--- src/rtl/rtc_time_parser.sv ---
// Decodes "T HH:MM:SS <CR|LF>" ASCII frames into a binary time load for the RTC counter.
// Latency: synced/err and new hour/min/sec appear one cycle after the terminator is accepted.
// Backpressure: none; every rx_valid byte is consumed, and stalled frames abort after TIMEOUT_CYC idle cycles.
module rtc_time_parser #(
  parameter int TIMEOUT_CYC = 500000
) (
  input  logic       clk,
  input  logic       rst,
  input  logic [7:0] rx_data,
  input  logic       rx_valid,
  output logic [4:0] hour,
  output logic [5:0] min,
  output logic [5:0] sec,
  output logic       synced,
  output logic       err,
  output logic       busy
);

  localparam int CNT_W = (TIMEOUT_CYC > 1) ? $clog2(TIMEOUT_CYC) : 1;
  localparam logic [CNT_W-1:0] CNT_LAST = CNT_W'(TIMEOUT_CYC - 1);

  typedef enum logic [1:0] {
    S_IDLE  = 2'd0,
    S_FIELD = 2'd1,
    S_CHECK = 2'd2
  } state_t;

  state_t           state_q;
  logic [3:0]       idx_q;
  logic [CNT_W-1:0] cnt_q;
  logic [3:0]       tens_q;
  logic [4:0]       hr_stg_q;
  logic [5:0]       mn_stg_q;
  logic [5:0]       sc_stg_q;
  logic             hr_bad_q;
  logic             mn_bad_q;
  logic             sc_bad_q;
  logic [4:0]       hour_q;
  logic [5:0]       min_q;
  logic [5:0]       sec_q;
  logic             synced_q;
  logic             err_q;

  logic       is_t;
  logic       is_digit;
  logic       is_colon;
  logic       is_term;
  logic       byte_ok_d;
  logic       tens_pos_d;
  logic [6:0] field_val_d;

  // Classify the incoming byte and decide whether it fits the current frame position.
  always_comb begin
    is_t        = (rx_data == 8'h54);
    is_digit    = (rx_data >= 8'h30) && (rx_data <= 8'h39);
    is_colon    = (rx_data == 8'h3A);
    is_term     = (rx_data == 8'h0D) || (rx_data == 8'h0A);
    byte_ok_d   = 1'b0;
    tens_pos_d  = 1'b0;
    // Full field computed at 7 bits so "99" is range-checked before truncation.
    field_val_d = ({3'b000, tens_q} * 7'd10) + {3'b000, rx_data[3:0]};
    case (idx_q)
      4'd1, 4'd4, 4'd7: begin
        byte_ok_d  = is_digit;
        tens_pos_d = 1'b1;
      end
      4'd2, 4'd5, 4'd8: byte_ok_d = is_digit;
      4'd3, 4'd6:       byte_ok_d = is_colon;
      4'd9:             byte_ok_d = is_term;
      default:          byte_ok_d = 1'b0;
    endcase
  end

  // Frame state machine with staging registers and registered outputs.
  always_ff @(posedge clk) begin
    if (rst) begin
      state_q  <= S_IDLE;
      idx_q    <= 4'd0;
      cnt_q    <= '0;
      tens_q   <= 4'd0;
      hr_stg_q <= 5'd0;
      mn_stg_q <= 6'd0;
      sc_stg_q <= 6'd0;
      hr_bad_q <= 1'b0;
      mn_bad_q <= 1'b0;
      sc_bad_q <= 1'b0;
      hour_q   <= 5'd0;
      min_q    <= 6'd0;
      sec_q    <= 6'd0;
      synced_q <= 1'b0;
      err_q    <= 1'b0;
    end else begin
      synced_q <= 1'b0;
      err_q    <= 1'b0;
      case (state_q)
        S_FIELD: begin
          if (rx_valid) begin
            cnt_q <= '0;
            if (byte_ok_d) begin
              idx_q <= idx_q + 4'd1;
              if (idx_q == 4'd9) begin
                state_q <= S_CHECK;
              end else if (tens_pos_d) begin
                tens_q <= rx_data[3:0];
              end else if (idx_q == 4'd2) begin
                hr_stg_q <= field_val_d[4:0];
                hr_bad_q <= (field_val_d > 7'd23);
              end else if (idx_q == 4'd5) begin
                mn_stg_q <= field_val_d[5:0];
                mn_bad_q <= (field_val_d > 7'd59);
              end else if (idx_q == 4'd8) begin
                sc_stg_q <= field_val_d[5:0];
                sc_bad_q <= (field_val_d > 7'd59);
              end
            end else begin
              // A stray 'T' is taken as the start of a fresh frame.
              err_q <= 1'b1;
              if (is_t) begin
                idx_q <= 4'd1;
              end else begin
                state_q <= S_IDLE;
                idx_q   <= 4'd0;
              end
            end
          end else if (cnt_q == CNT_LAST) begin
            err_q   <= 1'b1;
            state_q <= S_IDLE;
            idx_q   <= 4'd0;
            cnt_q   <= '0;
          end else begin
            cnt_q <= cnt_q + 1'b1;
          end
        end
        default: begin
          // IDLE and CHECK both listen for a new 'T', so frames can run back-to-back.
          if (state_q == S_CHECK) begin
            if (!hr_bad_q && !mn_bad_q && !sc_bad_q) begin
              hour_q   <= hr_stg_q;
              min_q    <= mn_stg_q;
              sec_q    <= sc_stg_q;
              synced_q <= 1'b1;
            end else begin
              err_q <= 1'b1;
            end
          end
          if (rx_valid && is_t) begin
            state_q <= S_FIELD;
            idx_q   <= 4'd1;
            cnt_q   <= '0;
          end else begin
            state_q <= S_IDLE;
            idx_q   <= 4'd0;
            cnt_q   <= '0;
          end
        end
      endcase
    end
  end

  assign hour   = hour_q;
  assign min    = min_q;
  assign sec    = sec_q;
  assign synced = synced_q;
  assign err    = err_q;
  assign busy   = (state_q != S_IDLE);

endmodule

--- config.mk ---
export PLATFORM = sky130hd
export DESIGN_NAME = rtc_time_parser
export DESIGN_NICKNAME = d
export VERILOG_FILES = /design/src/rtl/rtc_time_parser.sv
export SDC_FILE = /design/constraint.sdc
export NUM_CORES = 1
export LEC_CHECK = 0
export CORE_ASPECT_RATIO = 0.75
export CORE_MARGIN = 1
export CORE_UTILIZATION = 57
export CTS_CLUSTER_DIAMETER = 80
export DETAILED_ROUTE_END_ITERATION = 16
export DONT_BUFFER_PORTS = 1
export HOLD_SLACK_MARGIN = 0.08
export PLACE_DENSITY = 0.75
export REMOVE_ABC_BUFFERS = 1
export SKIP_CTS_REPAIR_TIMING = 1
export SYNTH_ARGS = -nofsm -noshare
export SYNTH_HDL_FRONTEND = slang
export SYNTH_SLANG_ARGS = --single-unit
--- constraint.sdc ---
create_clock -name clk -period 2.15 [get_ports clk]
set_input_delay 0 -clock clk [delete_from_list [all_inputs] [get_ports clk]]
set_output_delay 0 -clock clk [all_outputs]
set_load 0.05 [all_outputs]
[After elaboration in Yosys (flattened, before gate mapping)]
Cells that the tools add are included.
Word-level totals
  register bits: 68
  logic and storage cells: 90
  output and inout bits: 20
  bits of input ports: 11
Operators by class
  mux-type cells: 22
  bitwise logic cells: 6
  reduce and logical (&&, ||, !) cells: 20
  multipliers: 1
  $add $sub $neg: 3
  equal/unequal tests: 19
  magnitude comparators: 4
Operators by type and width (count)
  adder 19 x 1 -> 19 bit, second input constant: 1
  equality test 19 bit, second input constant: 1
  equality test 4 x 3 -> 1 bit, second input constant: 4
  equality test 8 x 4 -> 1 bit, second input constant: 2
  2-to-1 mux 4 bit: 4
  2-to-1 mux 2 bit: 6
  2-to-1 mux 1 bit: 11
  equality test 4 x 2 -> 1 bit, second input constant: 2
  equality test 4 bit, second input constant: 2
  equality test 8 x 6 -> 1 bit, second input constant: 1
  equality test 8 x 7 -> 1 bit, second input constant: 1
  >= comparator 8 x 6 -> 1 bit, second input constant: 1
  less-or-equal comparator 8 x 6 -> 1 bit, second input constant: 1
  != test 4 bit, second input constant: 2
  AND reduction 8 bit: 1
  adder 7 x 4 -> 7 bit: 1
  > comparator 7 x 5 -> 1 bit, second input constant: 1
  > comparator 7 x 6 -> 1 bit, second input constant: 1
  AND reduction 7 bit: 1
  multiplier 4 x 3 -> 6 bit, second input constant: 1
  NOT 1 bit: 6
  AND reduction 3 bit: 2
  AND reduction 6 bit: 1
  OR reduction 3 bit: 2
  14 further kinds: 19

[Longest topological paths before layout]
  depth after elaboration: 6
  depth in mapped cells: 9
  mapped depth without buffers: 9

[Least setup slack after synthesis]
OpenSTA, ideal clock, no wires.
  path kind: register to register
  start point: reg idx_q[0]
  end point: reg err_q (netlist: err)
  clock period less this slack: 2.284 ns
  library setup time: 0.070 ns
  stages on the path, launching flop included: 9
  path buffers: 1
  arrival: 2.214 ns
  slack: -0.134 ns
  required time: 2.080 ns
  path through: dfxtp_1 > inv_1 > ha_1 > or3b_1 > o211a_1 > a211oi_2 > buf_2 > o211ai_1 > a21oi_1
Between the ends
  longest elaborated chain between the ends: 6
  elaborated cells on any way between the ends: 15
  classes of those cells: eq/ne: 9; mux: 4; reduce/logical: 2
Ends and longest elaborated chain
  start: declaration: RTL line 29  | logic [3:0] idx_q;
  start signal: assignment: RTL line 100  | idx_q <= idx_q + 4'd1;
  equality test 4 x 2 -> 1 bit, or another cell as far along: RTL line 62  | case (idx_q)
  OR reduction 6 bit (no line) / OR reduction 2 bit (equally long branches)
  one-hot mux 1 bit (3 select lines) (*): RTL line 62
  2-to-1 mux 1 bit (*): RTL line 99  | if (byte_ok_d) begin
  2-to-1 mux 1 bit (*): RTL line 97  | if (rx_valid) begin
  2-to-1 mux 1 bit (*): RTL line 95  | case (state_q)
  end signal: assignment: RTL line 91  | err_q <= 1'b0;
  end signal: assignment: RTL line 94  | err_q <= 1'b0;
  end signal: assignment: RTL line 117  | err_q <= 1'b1;
  end: declaration: RTL line 42  | logic err_q;
Every way passes the cells marked *; elsewhere a longest branch is shown, timed or not.
A chain may end at the register's enable or synchronous reset.

[Final worst setup path]
  start point: reg tens_q[2]
  end point: reg sc_bad_q
Between the ends
  longest elaborated chain between the ends: 3
Ends and longest elaborated chain
  start: declaration: RTL line 31  | logic [3:0] tens_q;
  start signal: assignment: RTL line 104  | tens_q <= rx_data[3:0];
  multiplier 4 x 3 -> 6 bit: RTL line 61  | field_val_d = ({3'b000, tens_q} * 7'd10) + {3'b000, rx_data[3:0]};
  adder 7 x 4 -> 7 bit: RTL line 61
  > comparator 7 x 6 -> 1 bit: RTL line 113  | sc_bad_q <= (field_val_d > 7'd59);
  end signal: assignment: RTL line 113
  end: declaration: RTL line 37  | logic sc_bad_q;
No other way between the ends.

==> insert_results.sql <==
INSERT INTO impl_metrics (metric_group, metric, value, unit) VALUES
('placed_design', 'place_ws', '-0.245', 'ns'),
('routing', 'avgViaCountPerCell', '6.14', ''),
('floorplan', 'core_area', '5410', 'sq um'),
('critical_path', 'crit_path_start_kind', 'flip-flop', ''),
('routing', 'aggregate_routed_wire_length', '9.41', 'mm'),
('critical_path', 'critical_path_required', '2.41', 'ns'),
('finish', 'final_cell_area', '4310', 'sq um'),
('timing', 'worst_slack', '-0.165', 'ns'),
('timing', 'setup_total_negative_slack', '-0.738', 'ns'),
('clock_tree', 'clock_path_buffers', '2', ''),
('routing', 'via_count', '3146', ''),
('run_status', 'violations', 'negative setup slack', ''),
('floorplan', 'rows', '23', ''),
('finish', 'layout.filler_cells', '342', ''),
('finish', 'drive_above_1_share', '26.5', '%'),
('synthesis', 'synth.distinct_cells', '55', ''),
('clock_tree', 'path_clk_slew', '0.08', 'ns'),
('timing', 'worst-slew-pin-transition', '0.708', 'ns'),
('synthesis', 'postSynth.asyncResetShare', '0', '%'),
('critical_path', 'critical_path.endpoint_type', 'flip-flop', ''),
('placed_design', 'detailedPlacementHpwl', '5.22', 'mm'),
('timing', 'fin_worst_skew', '0.00525', 'ns'),
('grt', 'gr-usage-all-layers', '26.4', '%'),
('grt', 'first_pass_grt_wire_length', '11.8', 'mm'),
('synthesis', 'cell_area_synth', '3250', 'sq um'),
('clock_tree', 'tritoncts', 'built', ''),
('timing', 'finalHoldViolCount', '0', ''),
('synthesis', 'postSynthAreaPerCell', '8.46', 'sq um'),
('clock_tree', 'htree_levels', '3', ''),
('timing', 'slew_headroom', '52.4', '%'),
('finish', 'final_non_filler_cell_total', '512', ''),
('finish', 'n_antenna_cell', '0', ''),
('clock_tree', 'cts-root-buf', 'clkbuf_8', ''),
('finish', 'syn2layout_area_growth', '32.7', '%'),
('synthesis', 'primary_flip_flop_cell_chosen_by_synthesis_mapping', 'dfxtp_1', ''),
('run_status', 'status', 'finished with violations', ''),
('routing', 'drt_iter0_drc', '280', ''),
('floorplan', 'die_height', '67.4', 'microns'),
('floorplan', 'die_width', '89.2', 'microns'),
('placed_design', 'place.detailed.instances', '477', ''),
('routing', 'route.detailed.wl_per_inst', '18.4', 'microns'),
('routing', 'remaining_drc_errors', '0', ''),
('synthesis', 'warnings_from_yosys', '0', ''),
('floorplan', 'floorplan.initialDensity', '60.0', '%'),
('timing', 'rsz0062_at_grt', 'yes', ''),
('floorplan', 'floorplan_die_area', '6010', 'sq um'),
('grt', 'grt_max_degree', '50', ''),
('power', 'total_leakage_power', '1.47', 'nW'),
('critical_path', 'critical_path.max_fanout', '4', ''),
('clock_tree', 'cts.sinks', '68', ''),
('synthesis', 'syn_inst', '384', ''),
('timing', 'hold_slack', '0.0260', 'ns'),
('synthesis', 'ys_ff_latch', '68', ''),
('timing', 'report.final.setup_viol', '10', ''),
('timing', 'finalWorstPathRequiredPeriod', '2.31', 'ns'),
('timing', 'max_clock_freq', '0.432', 'GHz'),
('grt', 'final_global_route_overflow_total', '0', ''),
('placed_design', 'detailed_place.area', '3560', 'sq um'),
('grt', 'vias_in_the_first_global_route', '2563', ''),
('finish', 'fin_nets', '456', ''),
('floorplan', 'num_io_pins', '31', ''),
('power', 'total_power', '2.59', 'mW'),
('finish', 'final_util', '79.6', '%'),
('synthesis', 'synth-edff-count', '0', ''),
('hold_path', 'worstHoldPathType', 'input port to flip-flop', ''),
('routing', 'postRouteAntennaNets', '0', ''),
('placed_design', 'port-buffer-count', '0', ''),
('grt', 'antenna_violations_before_repair', '0', ''),
('run', 'timing.max_cap.violations', '0', ''),
('clock_tree', 'clkLatencyLatePin', '0.35', 'ns'),
('critical_path', 'r2r_slack', '-0.16', 'ns'),
('clock_tree', 'cts_buffers', '9', ''),
('routing', 'detailed_routing_iteration_count_for_the_pre_antenna_repair_pass', '5', ''),
('critical_path', 'cp_data_arrival_time', '2.57', 'ns'),
('timing', 'final.period_utilization', '108', '%'),
('timing', 'report.final.slew_viol_count', '0', ''),
('power', 'power-per-cell-area', '602', 'nW/um^2'),
('synthesis', 'sequential_to_total_area_share_from_yosys_stat', '41.9', '%'),
('power', 'maximum_vdd_drop', '0.396', 'mV'),
('critical_path', 'worst_setup_path_class', 'flip-flop to flip-flop', ''),
('placed_design', 'finalWeightedCongestion', '0.882', '');
-- sequential cells by signal (all words and copies together), names as in the netlist --
register / cells
idx_q: 4
tens_q: 4
min: 6
err: 1
state_q: 2
sc_bad_q: 1
mn_stg_q: 6
hour: 5
mn_bad_q: 1
sec: 6
synced: 1
hr_stg_q: 5
sc_stg_q: 6
hr_bad_q: 1
cnt_q: 19
-- worst max-delay path, stage by stage (launching register included) --
cell     delay (ns)
dfxtp_1        0.39
ha_2           0.23
ha_4           0.13
inv_2          0.04
fa_2           0.58
buf_12         0.12
xor2_4         0.21
a41oi_4        0.16
o41ai_2        0.36
-- layout make-up --
cell class / count / area (sq um) / area share (%)
Clock buffer: 10 / 128 / 2.96
Tap cell: 75 / 93.8 / 2.18
Clock inverter: 6 / 113 / 2.61
Inverter: 13 / 51.3 / 1.19
Multi-Input combinational cell: 285 / 2050 / 47.6
Timing Repair Buffer: 55 / 504 / 11.7
Sequential cell: 68 / 1370 / 31.8
-- worst paths after layout --
| check | startpoint | endpoint | cells after the start |
|---|---|---|---|
| max | tens_q[2]$_SDFFE_PP0P_ | sc_bad_q$_SDFFE_PP0P_ | 8 |
| min | rx_data[4] | state_q[1]$_SDFFE_PP0P_ | 3 |
| max reg2reg | tens_q[2]$_SDFFE_PP0P_ | sc_bad_q$_SDFFE_PP0P_ | 8 |
| min reg2reg | mn_stg_q[1]$_SDFFE_PP0P_ | min[1]$_SDFFE_PP0P_ | 2 |
-- metal layers --
metal	part of all wire [%]	wire length (microns)	global-route usage, %
met2	47	4420	40.8
met3	7.7	726	7.58
met1	43	4070	35.2
met4	2.0	192	9.13
met5	0	0	0
-- power by group --
group	switching (mW)	total [mW]	leakage, nW	internal, mW
sequential	0.000105	1.26	0.550	1.26
clock	0.500	1.27	0.120	0.773
combinational	0.0390	0.0631	0.802	0.0241
total	0.539	2.59	1.47	2.05
-- placed cells by master (no fill, tap or decap), types with 8 or more instances in the layout --
cell type and n:
nand3_1 20, o21ai_1 11, dfxtp_1 64, xor2_1 10, a21oi_1 38, clkbuf_8 9, nand2_1 49, nor2_1 25
buf_4 39, inv_1 10, xnor2_1 8, nand4_1 9
-- logic make-up after synthesis --
family	Yosys count	share of synthesized area (%)
buffers and inverters	31	3.93
DFF	68	41.9
and+or+nand+nor	162	25.9
AOI/OAI and AO/OA	88	16.8
xor gates and xnor gates	21	5.66
muxes	1	0.308
adders and majority gates	13	5.47
-- synthesized netlist by cell type (4+ instances only) --
master | number | area (sq um)
a21oi_1 | 44 | 220
and2_1 | 4 | 25.0
and4_1 | 4 | 35.0
buf_2 | 6 | 30.0
clkbuf_1 | 11 | 41.3
dfxtp_1 | 68 | 1360
ha_1 | 11 | 138
inv_1 | 13 | 48.8
nand2_1 | 50 | 188
nand3_1 | 24 | 120
nand4_1 | 9 | 56.3
nor2_1 | 25 | 93.8
nor2b_1 | 6 | 37.5
nor3_1 | 7 | 35.0
nor4_1 | 5 | 31.3
o21ai_1 | 15 | 75.1
o31ai_1 | 6 | 45.0
xnor2_1 | 9 | 78.8
xor2_1 | 12 | 105
Note: power is estimated with default switching activity, not from simulation.
